--- config.mk ---
export PLATFORM = sky130hd
export DESIGN_NAME = rv32_cpu_cp_mul_ser_flat
export DESIGN_NICKNAME = d
export VERILOG_FILES = /design/src/rtl/rv32_cpu_cp_mul_ser_if.sv /design/src/rtl/rv32_cpu_cp_mul_ser.sv /design/src/flat_wrapper.sv
export SDC_FILE = /design/constraint.sdc
export NUM_CORES = 1
export LEC_CHECK = 0
export ABC_AREA = 1
export BUFFER_PORTS_ARGS = -buffer_cell sky130_fd_sc_hd__clkbuf_2
export CAP_MARGIN = 40
export CORE_MARGIN = 2
export CORE_UTILIZATION = 35
export DETAILED_ROUTE_END_ITERATION = 10
export SLEW_MARGIN = 5
export SYNTH_ARGS = -nofsm -noshare
export SYNTH_HDL_FRONTEND = slang
export SYNTH_SLANG_ARGS = --single-unit
--- constraint.sdc ---
create_clock -name i_clk -period 3.96 [get_ports i_clk]
set_input_delay 0.792 -clock i_clk [delete_from_list [all_inputs] [get_ports i_clk]]
set_output_delay 0.792 -clock i_clk [all_outputs]
set_load 0.005 [all_outputs]
--- src/rtl/rv32_cpu_cp_mul_ser_if.sv ---
// Co-processor issue/result bundle for the serial multiplier.
// The CPU side drives the request fields; the multiplier returns a
// result that is zero whenever the valid strobe is low.
`timescale 1ns/1ps

interface rv32_cpu_cp_mul_ser_if #(
    parameter int XLEN = 32
);
    logic              i_start;
    logic              i_cpu_trap;
    logic [2:0]        i_mul_op;
    logic [XLEN-1:0]   i_rs1;
    logic [XLEN-1:0]   i_rs2;
    logic [XLEN-1:0]   o_res;
    logic              o_valid;

    // CPU issue port view
    modport master (
        output i_start,
        output i_cpu_trap,
        output i_mul_op,
        output i_rs1,
        output i_rs2,
        input  o_res,
        input  o_valid
    );

    // Multiplier view
    modport slave (
        input  i_start,
        input  i_cpu_trap,
        input  i_mul_op,
        input  i_rs1,
        input  i_rs2,
        output o_res,
        output o_valid
    );
endinterface

--- src/rtl/rv32_cpu_cp_mul_ser.sv ---
// Serial shift-add multiplier for RV32M MUL/MULH/MULHSU/MULHU.
// One multiplier bit is consumed per cycle: the low half of the product
// register initially holds rs1 and is shifted out LSB first while the
// partial sum accumulates in the high half. A signed rs1 has its sign bit
// weighted negatively, so the final iteration subtracts instead of adds.
// Outputs are registered and are zero outside the single DONE cycle, so
// this unit can be OR-ed with the divider onto a shared result bus.
`timescale 1ns/1ps

module rv32_cpu_cp_mul_ser #(
    parameter int XLEN = 32
) (
    input  logic                 i_clk,
    input  logic                 i_rstn,
    rv32_cpu_cp_mul_ser_if.slave bus
);

    localparam int PW = 2 * XLEN;   // product register width
    localparam int AW = XLEN + 1;   // adder width (one guard/sign bit)

    localparam logic [2:0] OP_MUL    = 3'b000;
    localparam logic [2:0] OP_MULH   = 3'b001;
    localparam logic [2:0] OP_MULHSU = 3'b010;

    typedef enum logic [1:0] {
        ST_IDLE = 2'd0,
        ST_BUSY = 2'd1,
        ST_DONE = 2'd2
    } state_t;

    state_t            state_r;
    state_t            state_nxt_s;

    logic [PW-1:0]     prod_r;
    logic [2:0]        op_r;
    logic [4:0]        cnt_r;
    logic [XLEN-1:0]   rs2_r;
    logic              rs1_signed_r;
    logic              rs2_signed_r;
    logic              valid_r;
    logic [XLEN-1:0]   res_r;

    logic [AW-1:0]     addend_s;
    logic [AW-1:0]     hi_ext_s;
    logic [AW-1:0]     sum_s;
    logic              last_s;
    logic              finish_s;
    logic              step_s;
    logic [XLEN-1:0]   res_nxt_s;

    // Shift-add datapath: one 33-bit add (or subtract on the final signed-rs1 step)
    always_comb begin
        addend_s = {AW{1'b0}};
        hi_ext_s = {AW{1'b0}};
        sum_s    = {AW{1'b0}};
        last_s   = (cnt_r == 5'd0);
        if (prod_r[0]) begin
            addend_s = {rs2_signed_r & rs2_r[XLEN-1], rs2_r};
        end else begin
            addend_s = {AW{1'b0}};
        end
        hi_ext_s = {prod_r[PW-1] & rs2_signed_r, prod_r[PW-1:XLEN]};
        if (last_s && rs1_signed_r) begin
            sum_s = hi_ext_s - addend_s;
        end else begin
            sum_s = hi_ext_s + addend_s;
        end
    end

    // Control decodes: iteration enable and the BUSY-to-DONE transition
    always_comb begin
        step_s   = 1'b0;
        finish_s = 1'b0;
        if (state_r == ST_BUSY && !bus.i_cpu_trap) begin
            step_s   = 1'b1;
            finish_s = last_s;
        end else begin
            step_s   = 1'b0;
            finish_s = 1'b0;
        end
    end

    // Result selection from the product value being written on the final step
    always_comb begin
        res_nxt_s = {XLEN{1'b0}};
        if (!finish_s) begin
            res_nxt_s = {XLEN{1'b0}};
        end else if (op_r == OP_MUL) begin
            res_nxt_s = {sum_s[0], prod_r[XLEN-1:1]};
        end else begin
            res_nxt_s = sum_s[AW-1:1];
        end
    end

    // FSM state register
    always_ff @(posedge i_clk or negedge i_rstn) begin
        if (!i_rstn) begin
            state_r <= ST_IDLE;
        end else begin
            state_r <= state_nxt_s;
        end
    end

    // FSM next-state logic; a trap aborts BUSY, DONE always returns to IDLE
    always_comb begin
        state_nxt_s = state_r;
        case (state_r)
            ST_IDLE: begin
                if (bus.i_start) begin
                    state_nxt_s = ST_BUSY;
                end else begin
                    state_nxt_s = ST_IDLE;
                end
            end
            ST_BUSY: begin
                if (bus.i_cpu_trap) begin
                    state_nxt_s = ST_IDLE;
                end else if (last_s) begin
                    state_nxt_s = ST_DONE;
                end else begin
                    state_nxt_s = ST_BUSY;
                end
            end
            ST_DONE: begin
                state_nxt_s = ST_IDLE;
            end
            default: begin
                state_nxt_s = ST_IDLE;
            end
        endcase
    end

    // Operand capture on start and per-cycle product/counter update
    always_ff @(posedge i_clk or negedge i_rstn) begin
        if (!i_rstn) begin
            prod_r       <= {PW{1'b0}};
            op_r         <= 3'b000;
            cnt_r        <= 5'd0;
            rs2_r        <= {XLEN{1'b0}};
            rs1_signed_r <= 1'b0;
            rs2_signed_r <= 1'b0;
        end else begin
            case (state_r)
                ST_IDLE: begin
                    if (bus.i_start) begin
                        op_r         <= bus.i_mul_op;
                        rs1_signed_r <= (bus.i_mul_op == OP_MULH) ||
                                        (bus.i_mul_op == OP_MULHSU);
                        rs2_signed_r <= (bus.i_mul_op == OP_MULH);
                        rs2_r        <= bus.i_rs2;
                        prod_r       <= {{XLEN{1'b0}}, bus.i_rs1};
                        cnt_r        <= 5'd31;
                    end else begin
                        prod_r <= prod_r;
                    end
                end
                ST_BUSY: begin
                    if (step_s) begin
                        prod_r <= {sum_s, prod_r[XLEN-1:1]};
                        cnt_r  <= cnt_r - 5'd1;
                    end else begin
                        prod_r <= prod_r;
                    end
                end
                default: begin
                    prod_r <= prod_r;
                end
            endcase
        end
    end

    // Registered result strobe and bus value, high only for the DONE cycle
    always_ff @(posedge i_clk or negedge i_rstn) begin
        if (!i_rstn) begin
            valid_r <= 1'b0;
            res_r   <= {XLEN{1'b0}};
        end else begin
            valid_r <= finish_s;
            res_r   <= res_nxt_s;
        end
    end

    assign bus.o_valid = valid_r;
    assign bus.o_res   = res_r;

endmodule
--- src/flat_wrapper.sv ---
// flat-port wrapper written by rule: the top's interface ports become plain ports
module rv32_cpu_cp_mul_ser_flat 
#(
    parameter int XLEN = 32
)
  (i_clk, i_rstn, bus_i_start, bus_i_cpu_trap, bus_i_mul_op, bus_i_rs1, bus_i_rs2, bus_o_res, bus_o_valid);
  rv32_cpu_cp_mul_ser_if #(.XLEN(XLEN)) bus_i ();
  input  logic i_clk;
  input  logic i_rstn;
  input wire logic [$bits(bus_i.i_start)-1:0] bus_i_start;
  input wire logic [$bits(bus_i.i_cpu_trap)-1:0] bus_i_cpu_trap;
  input wire logic [$bits(bus_i.i_mul_op)-1:0] bus_i_mul_op;
  input wire logic [$bits(bus_i.i_rs1)-1:0] bus_i_rs1;
  input wire logic [$bits(bus_i.i_rs2)-1:0] bus_i_rs2;
  output wire logic [$bits(bus_i.o_res)-1:0] bus_o_res;
  output wire logic [$bits(bus_i.o_valid)-1:0] bus_o_valid;
  assign bus_i.i_start = bus_i_start;
  assign bus_i.i_cpu_trap = bus_i_cpu_trap;
  assign bus_i.i_mul_op = bus_i_mul_op;
  assign bus_i.i_rs1 = bus_i_rs1;
  assign bus_i.i_rs2 = bus_i_rs2;
  assign bus_o_res = bus_i.o_res;
  assign bus_o_valid = bus_i.o_valid;
  rv32_cpu_cp_mul_ser #(.XLEN(XLEN)) u_core (.i_clk(i_clk), .i_rstn(i_rstn), .bus(bus_i));
endmodule
## Word level (Yosys, flattened, before mapping)

Cells that the tools add are included.

- Add/subtract/negate cells: 3
- Equality and inequality tests: 5
- Multiplexer cells: 16
- Bitwise operators: 2
- Reduce and logical (&&, ||, !) cells: 10

Operators with widths:

| cell | number |
|---|---|
| $mux W64 | 2 |
| $pmux W64 S2 | 1 |
| $mux W33 | 2 |
| $mux W32 | 2 |
| $add A33 B33 Y33 | 1 |
| $sub A33 B33 Y33 | 1 |
| $mux W5 | 2 |
| $pmux W5 S2 | 1 |
| $logic_not A5 Y1 | 1 |
| $sub A5 B1 Y5 const B | 1 |
| $mux W2 | 2 |
| $pmux W2 S2 | 1 |
| $eq A3 B1 Y1 const B | 1 |
| $eq A3 B2 Y1 const B | 1 |
| $logic_not A3 Y1 | 1 |
| $mux W1 | 3 |
| $reduce_and A3 Y1 | 1 |
| $and A1 B1 Y1 | 2 |
| $eq A2 B1 Y1 const B | 1 |
| $logic_and A1 B1 Y1 | 2 |
| $logic_not A2 Y1 | 1 |
| $ne A2 B1 Y1 const B | 1 |
| $ne A2 B2 Y1 const B | 1 |
| $reduce_and A2 Y1 | 1 |
| other kinds (3) | 3 |

- Output and inout port bits: 33
- Flip-flop bits (word level): 141
- Bits of input ports: 71
- Word-level logic and storage cells: 45

## Depth between registers and ports, before layout

- Word-level depth: 6
- Gate-level depth with buffers: 26
- Depth with buffers taken out: 25

## Worst setup path after synthesis

Ideal clock, no wire load.

- Path kind: register -> register
- From: register u_core.cnt_r[0]
- To: register u_core.res_r[21] (netlist: u_core.bus.o_res[21])
- Stages on the path, launching flop included: 24
- Buffers on the path: 1
- Arrival time: 2.819 ns
- Setup slack: 1.028 ns
- Required time: 3.847 ns
- Setup time: 0.113 ns
- Period minus slack after synthesis: 2.932 ns
- Path through: dfrtp_1 -> inv_1 -> ha_1 -> nand2_1 -> nor3_2 -> nand2_1 -> clkbuf_1 -> nand2_1 -> o21ai_0 -> fa_1 -> inv_1 -> nand2_1 -> nand2_1 -> nand2_1 -> o21ai_1 -> nand2_1 -> nand2_1 -> nand2_1 -> nand2_1 -> nand2_1 -> nand2_1 -> nand2_1 -> nand2_1 -> inv_1

- Word-level cells in the longest chain between the ends: 5
- Elaborated cells on any way between the ends: 6
- Those cells by class: mux (4); reduce/logical (2)

RTL lines:

| element | RTL line | source |
|---|---|---|
| from (decl) | rv32_cpu_cp_mul_ser.sv:36 | `logic [4:0] cnt_r;` |
| from (signal assigned) | rv32_cpu_cp_mul_ser.sv:160 | `cnt_r <= cnt_r - 5'd1;` |
| $logic_not A5 Y1 (*) | rv32_cpu_cp_mul_ser.sv:56 | `last_s = (cnt_r == 5'd0);` |
| $logic_and A1 B1 Y1 | rv32_cpu_cp_mul_ser.sv:63 | `if (last_s && rs1_signed_r) begin` |
| $mux W33 | rv32_cpu_cp_mul_ser.sv:63 |  |
| $mux W32 | rv32_cpu_cp_mul_ser.sv:88 | `end else if (op_r == OP_MUL) begin` |
| $mux W32 (*) | rv32_cpu_cp_mul_ser.sv:86 | `if (!finish_s) begin` |
| via u_core.res_nxt_s[21] | rv32_cpu_cp_mul_ser.sv:49 | `logic [XLEN-1:0] res_nxt_s;` |
| to (signal assigned) | rv32_cpu_cp_mul_ser.sv:176 | `res_r <= {XLEN{1'b0}};` |
| to (signal assigned) | rv32_cpu_cp_mul_ser.sv:179 | `res_r <= res_nxt_s;` |
| to (decl) | rv32_cpu_cp_mul_ser.sv:41 | `logic [XLEN-1:0] res_r;` |

Mark *: on every way through the listed nets, which the timed path passes. The rest lies on a longest branch.
A chain may end at the register's enable or synchronous reset.

## Worst setup path in the final report

- From: register u_core.prod_r[0]
- To: register u_core.res_r[25] (netlist: u_core.bus.o_res[25])

- Word-level cells in the longest chain between the ends: 5
- Elaborated cells on any way between the ends: 6
- Those cells by class: add/sub (2); mux (4)

RTL lines:

| element | RTL line | source |
|---|---|---|
| from (decl) | rv32_cpu_cp_mul_ser.sv:34 | `logic [PW-1:0] prod_r;` |
| from (signal assigned) | rv32_cpu_cp_mul_ser.sv:136 | `prod_r <= {PW{1'b0}};` |
| from (signal assigned) | rv32_cpu_cp_mul_ser.sv:151 | `prod_r <= {{XLEN{1'b0}}, bus.i_rs1};` |
| from (signal assigned) | rv32_cpu_cp_mul_ser.sv:154 | `prod_r <= prod_r;` |
| $mux W33 (*) | rv32_cpu_cp_mul_ser.sv:57 | `if (prod_r[0]) begin` |
| $add A33 B33 Y33 or $sub A33 B33 Y33 (tied branches) | rv32_cpu_cp_mul_ser.sv:66, rv32_cpu_cp_mul_ser.sv:64 |  |
| $mux W33 (*) | rv32_cpu_cp_mul_ser.sv:63 |  |
| $mux W32 (*) | rv32_cpu_cp_mul_ser.sv:88 |  |
| $mux W32 (*) | rv32_cpu_cp_mul_ser.sv:86 |  |
| via u_core.res_nxt_s[25] | rv32_cpu_cp_mul_ser.sv:49 |  |

Marks and branches as above.

==> flow_summary.yaml <==
status:
  status: "finished, final reports clean"
timing:
  worst_slew_pin_slew_ns: 0.861
  finalSetupTns_ns: 0
  fin_ws_ns: 0.324
  finalSetupViolCount: 0
  skew_ns: 0.0137
  max_slew_margin_pct: 42.5
  fmax_mhz: 275
  hold_ws_ns: 0.211
  hold_viol: 0
  min_period_over_period_pct: 91.8
  timing.final.max_slew_violations: 0
  rsz0062_at_grt: "false"
  period_minus_slack_ns: 3.64
cells_and_area:
  final_cell_mix: "nand2_1 (511), inv_1 (191), dfrtp_1 (140), clkbuf_2 (102), nor2_1 (68)"
  final_nets: 1520
  fin_area_um2: 10700
  area_growth_syn_to_layout_pct: 16.6
  drive_gt1_share_pct: 13.4
  final_common_cell: "nand2_1"
  diodes: 0
synth:
  ys_seq_elements: 141
  synth_top_area_share_pct: 38.6
  syn-num-nets: 1422
  ys.flop_type: "dfrtp_1"
  async_flop_share_pct: 100
  yosysWarnings: 0
  syn_avg_cell_area_um2: 6.95
  syn_area_um2: 9140
  synth_cell_types: 42
  synth-edff-count: 0
  synthCells: 1315
  synth_top_area_cell: "dfrtp_1"
  ys_seq_area_share_pct: 38.6
  synth_area_leaders: "dfrtp_1 (39%), nand2_1 (21%), inv_1 (7.8%)"
routing:
  via_per_inst: 4.95
  avgRoutedWirePerCell_um: 16.3
  route.detailed.drc: 0
  ant_nets: 0
  wl_um: 28800
  vias: 8711
  first_pass_iters: 5
  drt_iter0_markers: 554
worst_setup_path:
  critPathKind: "reg2reg"
  r2r_slack_ns: 0.32
  cp.required_ns: 4.28
  cp_top_family: "simple AND/OR/NAND/NOR gates"
  cpPeakStageDelay_ns: 0.50
  crit_path_frequent_cell: "nand2_1"
  crit_fanout: 17
  crit_chain: "buf_4 > nand2_2 > nand2_1 > nor2_1 > nand2_1 > nor2_2 > nand4_1 > nand2_1 > xor2_1 > inv_1 > ha_1 > nand2_1 > nor2_1 > inv_1 > nor2_1 > and3_1 > nand2_1 > nand3_1 > nand3_1 > nand2_1 > inv_1"
  setup.worst_path.end_class: "flop"
  cp_slowest_cell: "dfrtp_2"
  critPathLaunchType: "flop"
  path_buf_inv: 4
  arrival_ns: 3.95
floorplanning:
  fp-row-count: 59
  die_w_um: 166
  io_pins: 104
  core_um2: 25800
  initial_utilization_pct: 35.4
  chipHeight_um: 166
  fp.dieArea_um2: 27400
placement:
  place_hpwl_um: 22200
  dpl_cell_area_um2: 10100
  place_ws_ns: 0.348
  numPortBuffers: 103
  gp_congestion: 0.893
clock_network:
  clkSinkCount: 141
  clock-root-buffer: "clkbuf_16"
  post_cts_resized: 0
  cts_setup_buffers: 0
  clk-insertion-delay-late_ns: 0.43
  clock_path_buffers: 2
  cts_hold_buffers: 0
  cts_made_buffers: 17
  path_clk_slew_ns: 0.07
  htreeDepth: 4
  cts_tree: "yes"
hold_path:
  hold_path_class: "in2async"
power_and_ir_drop:
  cellLeakagePower_nw: 6.24
  power-per-cell-area_nw_per_um2: 682
  peakVddDrop_uv: 322
  power_w: 0.00726
flow_run:
  cap_viol_max_count: 0
global_routing:
  antenna_found_initial: 0
  grt-ovfl-total: 0
  grt_pass1_vias: 8763
  grt_max_degree: 73
  track_usage_pct: 21.4
  grt_pass1_wl_um: 46700
cell families (layout without fill, tap and decap cells):
family,count (synthesis),after routing,share of synthesized area [%]
AOI/OAI and AO/OA,184,184,11.8
xor gates and xnor gates,40,40,3.83
adders and majority gates,36,36,5.01
buffers and inverters,234,345,9.98
DFF,141,141,38.6
and+or+nand+nor,680,680,30.8
per-layer routing:
layer / global-route usage, % / vias to the layer above / wire length (um)
met5: 0 / - / 0
met4: 7.94 / 0 / 913
met3: 3.20 / 55 / 1280
met2: 33.9 / 238 / 13000
met1: 29.7 / 4103 / 13600
li1: - / 4315 / -
path summary, 6_finish.rpt:
check                                       from              endpoint  cells after the start
max in group asynchronous                 i_rstn  u_core.bus.o_res[21]                      3
min in group i_clk              u_core.rs2_r[21]      u_core.rs2_r[21]                      2
worst max-delay path            u_core.prod_r[0]  u_core.bus.o_res[25]                     21
worst min-delay path                      i_rstn        u_core.op_r[1]                      1
worst max register to register  u_core.prod_r[0]  u_core.bus.o_res[25]                     21
worst min register to register  u_core.rs2_r[21]      u_core.rs2_r[21]                      2
power by group:
group          internal (W)  total, W  switching [W]
Combinational       0.00115   0.00358        0.00243
Sequential          0.00176   0.00201       0.000249
Clock              0.000951   0.00168       0.000725
stage by stage:
step,utilization (%),std cells
after global placement,38.8,1728
after global routing,41.2,1761
final,41.2,1761
after CTS,41.2,1761
after detailed placement,38.9,1729
after floorplan,-,1315
synth_stat cells, types with 2 or more instances:
| cell | instances |
|---|---|
| nor3_1 | 12 |
| a22oi_1 | 26 |
| inv_1 | 191 |
| a31oi_1 | 2 |
| xor2_1 | 25 |
| o21bai_1 | 7 |
| and3_1 | 2 |
| o211ai_1 | 17 |
| o31ai_1 | 2 |
| dfrtp_1 | 141 |
| a22o_1 | 2 |
| or2_2 | 3 |
| nand2_2 | 12 |
| o21ai_1 | 6 |
| and2_1 | 2 |
| inv_2 | 4 |
| xnor2_1 | 15 |
| buf_2 | 6 |
| nand3_1 | 40 |
| buf_6 | 2 |
| nand2_1 | 511 |
| nor2_2 | 7 |
| ha_1 | 35 |
| nor2_1 | 68 |
| a21oi_1 | 57 |
| clkbuf_1 | 30 |
| o21ai_0 | 60 |
| nand3b_1 | 4 |
| nand2_4 | 4 |
| nand4_1 | 8 |
| nor2_4 | 3 |
flip-flops by register name, indices dropped and copies added (netlist names):
register,flops
u_core.rs2_signed_r,1
u_core.bus.o_res,32
u_core.rs1_signed_r,1
u_core.bus.o_valid,1
u_core.prod_r,64
u_core.cnt_r,5
u_core.op_r,3
u_core.state_r,2
u_core.rs2_r,32
cell type report:
| type | count | area [um2] |
|---|---|---|
| tap | 335 | 419 |
| multi-input combinational | 940 | 4720 |
| clock inverter | 15 | 179 |
| sequential | 141 | 3530 |
| timing repair buffer | 118 | 654 |
| clock buffer | 17 | 425 |
| inverter | 195 | 732 |
| fill | 2698 | 15200 |
Power figures use the tool's default switching activity.
